<file path="config.mk">
export PLATFORM = sky130hd
export DESIGN_NAME = implication_monitor_flat
export DESIGN_NICKNAME = d
export VERILOG_FILES = /design/src/rtl/impl_mon_pkg.sv /design/src/rtl/implication_monitor_if.sv /design/src/rtl/impl_mon_obligation_pipe.sv /design/src/rtl/implication_monitor.sv /design/src/flat_wrapper.sv
export SDC_FILE = /design/constraint.sdc
export NUM_CORES = 1
export LEC_CHECK = 0
export CAP_MARGIN = 10
export CORE_MARGIN = 5
export CORE_UTILIZATION = 37
export CTS_CLUSTER_DIAMETER = 40
export CTS_CLUSTER_SIZE = 8
export DETAILED_ROUTE_END_ITERATION = 6
export PLACE_DENSITY_LB_ADDON = 0.05
export SYNTH_ARGS = -nofsm -noshare
export SYNTH_HDL_FRONTEND = slang
export SYNTH_SLANG_ARGS = --single-unit
</file>
<file path="constraint.sdc">
create_clock -name CLK -period 1.43 [get_ports CLK]
set_input_delay 0.2145 -clock CLK [delete_from_list [all_inputs] [get_ports CLK]]
set_output_delay 0.2145 -clock CLK [all_outputs]
set_load 0.05 [all_outputs]
</file>
<file path="src/rtl/impl_mon_pkg.sv">
// impl_mon_pkg
// Shared types and helpers for the implication monitor.
//   viol_cnt_t / cycle_ts_t : default-width violation count and cycle stamp
//   VIOL_CNT_MAX            : saturation value at the default count width
//   sat_inc()               : saturating +1, width-agnostic so that monitors
//                             built with a non-default CNT_W can share it
package impl_mon_pkg;

  localparam int CNT_W_DEF = 8;
  localparam int TS_W_DEF  = 16;

  typedef logic [CNT_W_DEF-1:0] viol_cnt_t;
  typedef logic [TS_W_DEF-1:0]  cycle_ts_t;

  localparam viol_cnt_t VIOL_CNT_MAX = '1;

  // Values are carried in 32 bits; the caller passes its own ceiling and
  // truncates the result back to its counter width.
  function automatic logic [31:0] sat_inc(input logic [31:0] count,
                                          input logic [31:0] max_val = 32'(VIOL_CNT_MAX));
    return (count >= max_val) ? max_val : count + 32'd1;
  endfunction

endpackage

</file>
<file path="src/rtl/implication_monitor_if.sv">
// implication_monitor_if
// Bundles the monitored/control inputs and the status outputs of one
// implication monitor.
//   master : environment side, drives enable/clear/antecedent/consequent
//   slave  : monitor side, drives violation and status
// Parameters CNT_W / TS_W must match the attached monitor.
interface implication_monitor_if #(
  parameter int CNT_W = 8,
  parameter int TS_W  = 16
);
  import impl_mon_pkg::*;

  logic             enable;
  logic             clear;
  logic             antecedent;
  logic             consequent;
  logic             violation;
  logic [CNT_W-1:0] violation_count;
  logic             overflow;
  logic             pending;
  logic             first_fail_valid;
  logic [TS_W-1:0]  first_fail_cycle;

  modport master (
    output enable, clear, antecedent, consequent,
    input  violation, violation_count, overflow, pending,
           first_fail_valid, first_fail_cycle
  );

  modport slave (
    input  enable, clear, antecedent, consequent,
    output violation, violation_count, overflow, pending,
           first_fail_valid, first_fail_cycle
  );

endinterface

</file>
<file path="src/rtl/impl_mon_obligation_pipe.sv">
// impl_mon_obligation_pipe
// DELAY-deep shift register of outstanding obligations.
//   clk_i     : clock
//   flush_i   : synchronous flush, dominates push_i (also used as reset)
//   push_i    : new obligation entering stage 0
//   matured_o : obligation that is due for checking this cycle
//   pending_o : any obligation in flight
module impl_mon_obligation_pipe #(
  parameter int DELAY = 1
) (
  input  logic clk_i,
  input  logic flush_i,
  input  logic push_i,
  output logic matured_o,
  output logic pending_o
);
  import impl_mon_pkg::*;

  logic [DELAY-1:0] obl_q, obl_d;

  always_comb begin
    obl_d = '0;
    if (!flush_i) begin
      obl_d[0] = push_i;
      for (int i = 1; i < DELAY; i++) begin
        obl_d[i] = obl_q[i-1];
      end
    end
  end

  always_ff @(posedge clk_i) begin
    obl_q <= obl_d;
  end

  assign matured_o = obl_q[DELAY-1];
  assign pending_o = |obl_q;

endmodule

</file>
<file path="src/rtl/implication_monitor.sv">
// implication_monitor
// Runtime checker for "antecedent |-> ##DELAY consequent".
// Each enabled antecedent creates an obligation; DELAY cycles later the
// consequent must be high, otherwise a one-cycle violation pulse follows.
//   CLK, RESET : clock, synchronous active-high reset
//   mon        : implication_monitor_if.slave
//                in : enable, clear, antecedent, consequent
//                out: violation, violation_count, overflow, pending,
//                     first_fail_valid, first_fail_cycle
// Optional: define IMPL_MON_TIMESTAMP_EN to add a free-running cycle
// counter and capture the check-cycle stamp of the first violation.
// Without it first_fail_valid/first_fail_cycle read as 0.
module implication_monitor
  import impl_mon_pkg::*;
#(
  parameter int DELAY = 1,
  parameter int CNT_W = 8,
  parameter int TS_W  = 16
) (
  input logic                  CLK,
  input logic                  RESET,
  implication_monitor_if.slave mon
);

  if (DELAY < 1) begin : g_bad_delay
    $error("implication_monitor: DELAY must be >= 1");
  end
  if (CNT_W < 1 || CNT_W > 32) begin : g_bad_cnt_w
    $error("implication_monitor: CNT_W must be in 1..32");
  end
  if (TS_W < 1) begin : g_bad_ts_w
    $error("implication_monitor: TS_W must be >= 1");
  end

  localparam logic [CNT_W-1:0] CNT_MAX = '1;

  logic             flush;
  logic             matured;
  logic             check_fail;
  logic             viol_q, viol_d;
  logic [CNT_W-1:0] cnt_q, cnt_d;
  logic             ovf_q, ovf_d;

  // RESET and clear both empty the pipe and suppress capture and check.
  assign flush = RESET | mon.clear;

  impl_mon_obligation_pipe #(
    .DELAY (DELAY)
  ) u_pipe (
    .clk_i     (CLK),
    .flush_i   (flush),
    .push_i    (mon.enable & mon.antecedent),
    .matured_o (matured),
    .pending_o (mon.pending)
  );

  assign check_fail = matured & ~mon.consequent;

  always_comb begin
    viol_d = 1'b0;
    cnt_d  = cnt_q;
    ovf_d  = ovf_q;
    if (flush) begin
      cnt_d = '0;
      ovf_d = 1'b0;
    end else if (check_fail) begin
      viol_d = 1'b1;
      if (cnt_q == CNT_MAX) begin
        ovf_d = 1'b1;
      end
      cnt_d = CNT_W'(sat_inc(32'(cnt_q), 32'(CNT_MAX)));
    end
  end

  always_ff @(posedge CLK) begin
    if (RESET) begin
      viol_q <= 1'b0;
      cnt_q  <= '0;
      ovf_q  <= 1'b0;
    end else begin
      viol_q <= viol_d;
      cnt_q  <= cnt_d;
      ovf_q  <= ovf_d;
    end
  end

  assign mon.violation       = viol_q;
  assign mon.violation_count = cnt_q;
  assign mon.overflow        = ovf_q;

`ifdef IMPL_MON_TIMESTAMP_EN
  logic [TS_W-1:0] ts_q;
  logic            ffv_q, ffv_d;
  logic [TS_W-1:0] ffc_q, ffc_d;

  always_comb begin
    ffv_d = ffv_q;
    ffc_d = ffc_q;
    if (flush) begin
      ffv_d = 1'b0;
      ffc_d = '0;
    end else if (check_fail && !ffv_q) begin
      ffv_d = 1'b1;
      ffc_d = ts_q;
    end
  end

  // Cycle counter restarts on RESET only; clear leaves it running.
  always_ff @(posedge CLK) begin
    if (RESET) begin
      ts_q  <= '0;
      ffv_q <= 1'b0;
      ffc_q <= '0;
    end else begin
      ts_q  <= ts_q + TS_W'(1);
      ffv_q <= ffv_d;
      ffc_q <= ffc_d;
    end
  end

  assign mon.first_fail_valid = ffv_q;
  assign mon.first_fail_cycle = ffc_q;
`else
  assign mon.first_fail_valid = 1'b0;
  assign mon.first_fail_cycle = '0;
`endif

endmodule

</file>
<file path="src/flat_wrapper.sv">
// flat-port wrapper written by rule: the top's interface ports become plain ports
module implication_monitor_flat import impl_mon_pkg::*;
#(
  parameter int DELAY = 1,
  parameter int CNT_W = 8,
  parameter int TS_W  = 16
)
  (CLK, RESET, mon_enable, mon_clear, mon_antecedent, mon_consequent, mon_violation, mon_violation_count, mon_overflow, mon_pending, mon_first_fail_valid, mon_first_fail_cycle);
  implication_monitor_if #(.CNT_W(CNT_W), .TS_W(TS_W)) mon_i ();
  input logic CLK;
  input logic RESET;
  input wire logic [$bits(mon_i.enable)-1:0] mon_enable;
  input wire logic [$bits(mon_i.clear)-1:0] mon_clear;
  input wire logic [$bits(mon_i.antecedent)-1:0] mon_antecedent;
  input wire logic [$bits(mon_i.consequent)-1:0] mon_consequent;
  output wire logic [$bits(mon_i.violation)-1:0] mon_violation;
  output wire logic [$bits(mon_i.violation_count)-1:0] mon_violation_count;
  output wire logic [$bits(mon_i.overflow)-1:0] mon_overflow;
  output wire logic [$bits(mon_i.pending)-1:0] mon_pending;
  output wire logic [$bits(mon_i.first_fail_valid)-1:0] mon_first_fail_valid;
  output wire logic [$bits(mon_i.first_fail_cycle)-1:0] mon_first_fail_cycle;
  assign mon_i.enable = mon_enable;
  assign mon_i.clear = mon_clear;
  assign mon_i.antecedent = mon_antecedent;
  assign mon_i.consequent = mon_consequent;
  assign mon_violation = mon_i.violation;
  assign mon_violation_count = mon_i.violation_count;
  assign mon_overflow = mon_i.overflow;
  assign mon_pending = mon_i.pending;
  assign mon_first_fail_valid = mon_i.first_fail_valid;
  assign mon_first_fail_cycle = mon_i.first_fail_cycle;
  implication_monitor #(.DELAY(DELAY), .CNT_W(CNT_W), .TS_W(TS_W)) u_core (.CLK(CLK), .RESET(RESET), .mon(mon_i));
endmodule
</file>
Word-level counts from Yosys, hierarchy flattened

Cells that the tools add are included.

Flip-flop bits (word level): 11
Input port bits: 6
Output and inout bits: 28
Logic and storage cells: 15

Add/subtract/negate cells: 1
Order comparisons: 1
Eq/ne operators: 1
Mux-type cells: 2
Bitwise operators: 4
Reduce and logical (&&, ||, !) cells: 2

Operators by type and width:

| operator                                                  | count |
|---|---|
| adder 8 x 1 -> 8 bit (second input constant)              | 1 |
| equality test 8 bit (second input constant)               | 1 |
| greater-or-equal comparator 8 bit (second input constant) | 1 |
| two-way mux 8 bit                                         | 1 |
| AND 1 bit                                                 | 2 |
| AND reduction 2 bit                                       | 1 |
| OR reduction 2 bit                                        | 1 |
| two-way mux 1 bit                                         | 1 |
| NOT 1 bit                                                 | 1 |
| bitwise OR 1 bit                                          | 1 |

Longest topological paths before layout

Depth after elaboration: 3
Mapped depth: 4
Depth with buffers taken out: 4

By module

A second synthesis with hierarchy kept.

Cells, all modules: 76
Area, all modules: 673.1 µm²

By module, submodules not included:

| module                   | instances | cells an instance | area each (µm²) | seq. area each (µm²) |
|---|---|---|---|---|
| implication_monitor      | 1         | 73                | 631.9           | 200.2 |
| impl_mon_obligation_pipe | 1         | 3                 | 41.3            | 20.0 |

Worst setup path after synthesis

Ideal clock, no wire load.

Kind: register -> register
Start point: reg u_core.cnt_q[0], in the netlist u_core.mon.violation_count[0]
End point: reg u_core.cnt_q[6], in the netlist u_core.mon.violation_count[6]
Library setup time: 0.151 ns
Arrival: 1.490 ns
Required time: 1.279 ns
Path slack: -0.211 ns
Stages on the path, launching flop included: 5
Buffers on the path: 0
Clock period less this slack: 1.641 ns
Cell sequence: dfxtp_1 > ha_1 > nand4b_1 > nor4b_1 > a211oi_1

Longest elaborated chain between the ends: 2
Elaborated cells between the ends (all ways): 3
Those cells by class: 1 x add/sub; 1 x order compare; 1 x mux

Ends and longest elaborated chain:

| what                                                                             | RTL line                  | RTL |
|---|---|---|
| start: declaration                                                               | implication_monitor.sv:41 | `logic [CNT_W-1:0] cnt_q, cnt_d;` |
| start signal: assignment                                                         | implication_monitor.sv:82 | `cnt_q <= cnt_d;` |
| adder 8 x 1 -> 8 bit / greater-or-equal comparator 8 bit (equally long branches) | impl_mon_pkg.sv:21        | `return (count >= max_val) ? max_val : count + 32'd1;` |
| two-way mux 8 bit *                                                              | impl_mon_pkg.sv:21        |  |

Every way passes the cells marked *; elsewhere a longest branch is shown, timed or not.
A chain may end at the register's enable or synchronous reset.

Final worst setup path

Start point: reg u_core.cnt_q[1], in the netlist u_core.mon.violation_count[1]
End point: reg u_core.cnt_q[7], in the netlist u_core.mon.violation_count[7]

Same word-level chain as after synthesis.

==> results by group <==
Status
  – Status: complete, no violations

Floorplan
  – # IOs: 34
  – Starting utilization of the core area: 0.396
  – Rows: 14
  – Die Span X: 50.6 µm
  – Vert. Die Dim: between 50 and 60 µm
  – Die outline area: 0.00256 mm²
  – Core outline area: 0.00154 mm²

Synthesis
  – Post-Syn Area: 611 µm²
  – Portion of the post-synthesis area used by sequential elements: 0.361
  – Gate count of the mapped netlist: 70
  – Dominant cells by area after synthesis: sky130_fd_sc_hd__dfxtp_1 36%, sky130_fd_sc_hd__buf_4 21%, sky130_fd_sc_hd__a21oi_1 4.1%, sky130_fd_sc_hd__a31oi_1 4.1%, sky130_fd_sc_hd__a211oi_1 2.5%
  – Post-Synthesis Mean Instance Area: 8.72 µm²
  – Most area-hungry cell type in the Yosys netlist: sky130_fd_sc_hd__dfxtp_1
  – Synth unique cells: 29
  – Register bit total from synthesis: 11
  – Post-synth top area share: 0.361
  – Synth Warn #: 0

Detailed routing
  – DRC: 0
  – Pre-antenna DRT Iters: 2
  – Detailed-route via count: 512
  – Routed wire per std cell: 11.5 µm
  – Post-detailed-route count of antenna-violating nets: 0
  – Sum of routed wire length over all layers: 1.26 mm
  – DRT iter0 DRCs: 4
  – Vias per inst: about 4.7

STA
  – Setup repair after global routing missed its margin: false
  – Final Skew: 0.00474 ns
  – Final min period: 1.34 ns
  – Timing-limited maximum frequency: between 700 and 800 MHz
  – Worst hold slack across all endpoints: 0.466 ns
  – Max-slew violation total from the final report: 0
  – Count of final setup violators: 0
  – Final worst slack: roughly 0.090 ns
  – Period Utilization, post-route: 0.937
  – Hold Fails Final Rpt: 0

Power
  – Pwr per Cell Area: just over 700 mW/mm²
  – Reported leakage power: 0.363 nW
  – Worst vdd ir: 0.000576 V

Hold path
  – Worst Hold Endpoint: u_core.u_pipe.matured_o$_SDFF_PP0_
  – Type of the tightest min-delay check: primary input to register
  – Critical hold path startpoint: mon_antecedent
  – Depth of the worst hold-timing path: 3

Finish
  – Most common library cell in the layout ignoring fill and taps: sky130_fd_sc_hd__conb_1
  – Fill count: 144
  – Flip-flop and latch area: ~230 µm²
  – Most frequent cells in the layout: 17 x sky130_fd_sc_hd__conb_1, 11 x sky130_fd_sc_hd__buf_12, 6 x sky130_fd_sc_hd__buf_4, 6 x sky130_fd_sc_hd__dfxtp_2
  – Layout Area Growth over Synthesis: 49.8%
  – Final #Nets: 102
  – Antenna diode instance count: 0
  – Share of post-route cells with drive strength above 1: 0.309
  – Area of the multi-input gates: 322 µm²
  – Final cell utilization of the core: 0.593

Placement
  – Post-DP HPWL: about 1.0 mm
  – Final GP Congestion: 0.772
  – Place WS: -0.120 ns
  – Total of buffers placed on input and output ports: 16

Run
  – Max capacitance violation total: 0

CTS
  – H-Tree Depth: 1
  – Buffers from clock root to sink, at most: 2
  – Cts hold-fix bufs: 0
  – TritonCTS clock tree: yes
  – Clock root buffer: sky130_fd_sc_hd__clkbuf_4
  – Clock Pin Slew Worst Setup and Hold Paths: 0.07 ns
  – Inserted Clock Buffers: 3
  – Clock Sinks: 11
  – Insertion delay to the later sink of the worst-skew pair: 0.26 ns

Critical path
  – Worst reg2reg startpoint: u_core.mon.violation_count[1]$_SDFFE_PP0P_
  – Endpoint of the most critical register-to-register path: u_core.mon.violation_count[7]$_SDFFE_PP0P_
  – Register-to-Register Path Depth: 4
  – Slack of the worst reg-to-reg path: about 0.09 ns
  – Type of element capturing the critical path: register
  – Critical path class: register to register
  – Element type at the critical path start: register
  – Worst-path fanout max: 5
  – Worst EP arrival: ~1.5 ns
  – Required time at the endpoint of the critical path: 1.60 ns

GRT
  – Antenna violations before repair: 0
  – Largest net degree at the start of global routing: 12
  – Number of global-route vias before repair: around 470
  – Total global routing track utilization: 0.105
  – Total congestion overflow after global routing: 0
  – Wire length of the first global-routing pass: about 2.1 mm
-- synth_stat cells --
cell	n
sky130_fd_sc_hd__o31ai_1	1
sky130_fd_sc_hd__and4b_1	1
sky130_fd_sc_hd__nand4b_1	1
sky130_fd_sc_hd__or4_1	1
sky130_fd_sc_hd__nor2_1	3
sky130_fd_sc_hd__clkbuf_1	1
sky130_fd_sc_hd__or2_2	1
sky130_fd_sc_hd__ha_1	1
sky130_fd_sc_hd__nand2_1	4
sky130_fd_sc_hd__a311oi_1	1
sky130_fd_sc_hd__nor4b_1	1
sky130_fd_sc_hd__buf_4	17
sky130_fd_sc_hd__a21oi_1	5
sky130_fd_sc_hd__and3_1	1
sky130_fd_sc_hd__and4_1	1
sky130_fd_sc_hd__dfxtp_1	11
sky130_fd_sc_hd__or3_1	1
sky130_fd_sc_hd__and2_1	1
sky130_fd_sc_hd__nor2b_1	1
sky130_fd_sc_hd__a41oi_1	1
sky130_fd_sc_hd__xnor2_1	1
sky130_fd_sc_hd__nand2b_4	1
sky130_fd_sc_hd__nor3_1	2
sky130_fd_sc_hd__o21ai_0	1
sky130_fd_sc_hd__a31oi_1	4
sky130_fd_sc_hd__a211oi_1	2
sky130_fd_sc_hd__inv_1	1
sky130_fd_sc_hd__nand3_1	2
sky130_fd_sc_hd__conb_1	1
-- routing by layer --
layer | track usage | routed length (µm) | up-vias
met5 | 0 | 0 | -
li1 | - | - | 267
met1 | 0.129 | 550 | 227
met4 | 0.0638 | 0 | 0
met3 | 0.0296 | 97 | 0
met2 | 0.159 | 615 | 18
-- area by class of cell --
class / count / area share
clock buffers: 4 / 0.0287
inverters: 1 / 0.00410
multi-input cells: 56 / 0.352
flip-flops and latches: 11 / 0.249
well taps: 16 / 0.0219
repair buffers: 22 / 0.345
-- worst max-delay path by stage --
stage,startpoint,endpoint,depth (start not counted)
3_3_place_gp,mon_consequent,u_core.mon.violation_count[5]$_SDFFE_PP0P_,4
2_1_floorplan,u_core.mon.violation_count[5]$_SDFFE_PP0P_,u_core.mon.violation_count[7]$_SDFFE_PP0P_,3
6_report,u_core.mon.violation_count[1]$_SDFFE_PP0P_,u_core.mon.violation_count[7]$_SDFFE_PP0P_,4
3_5_place_dp,mon_consequent,u_core.mon.violation_count[5]$_SDFFE_PP0P_,4
5_1_grt,u_core.mon.violation_count[1]$_SDFFE_PP0P_,u_core.mon.violation_count[7]$_SDFFE_PP0P_,4
4_1_cts,u_core.mon.violation_count[1]$_SDFFE_PP0P_,u_core.mon.violation_count[6]$_SDFFE_PP0P_,4
-- stage by stage --
| step | setup TNS, ns | cell area [µm²] | total power [mW] | instances |
|---|---|---|---|---|
| final | 0 | 915 | 0.649 | 110 |
| after global routing | 0 | 915 | 0.685 | 110 |
| after CTS | 0 | 908 | 0.662 | 110 |
| after detailed placement | -0.451 | 882 | 0.450 | 106 |
| after global placement | -0.317 | 882 | 0.450 | 106 |
| after floorplan | 0 | 678 | 0.463 | 86 |
-- repair_timing --
item / 4_1_cts / 5_1_grt
gates resized for setup: 0 / 1
setup buffers: 0 / 0
setup endpoints to repair: 0 / 1
-- state kept, by name (all words and copies together), names as in the netlist --
signal	cells
u_core.mon.overflow	1
u_core.mon.violation	1
u_core.mon.violation_count	8
u_core.u_pipe.matured_o	1
-- critical path: stages, from the launching register on --
cell and delay (ns):
sky130_fd_sc_hd__dfxtp_2 0.36, sky130_fd_sc_hd__ha_1 0.19, sky130_fd_sc_hd__nand4b_1 0.21, sky130_fd_sc_hd__and2_1 0.23
sky130_fd_sc_hd__a311oi_1 0.25
-- cell families after synthesis --
| group | Yosys count | share of synthesized area |
|---|---|---|
| adder cells (fa/ha/maj) | 1 | 0.0205 |
| XOR/XNOR | 1 | 0.0143 |
| buffers and inverters | 19 | 0.221 |
| other | 1 | 0.00614 |
| flip-flops | 11 | 0.361 |
| AND/OR/NAND/NOR | 22 | 0.221 |
| AO/OA/AOI/OAI | 15 | 0.156 |
-- report_power, final --
part / switching, mW / internal, mW / leakage (nW)
registers: 0.00204 / 0.307 / 0.0917
clock network: 0.0973 / 0.108 / 0.0150
logic: 0.112 / 0.0229 / 0.256
No activity file was read; power rests on OpenSTA's default activity.
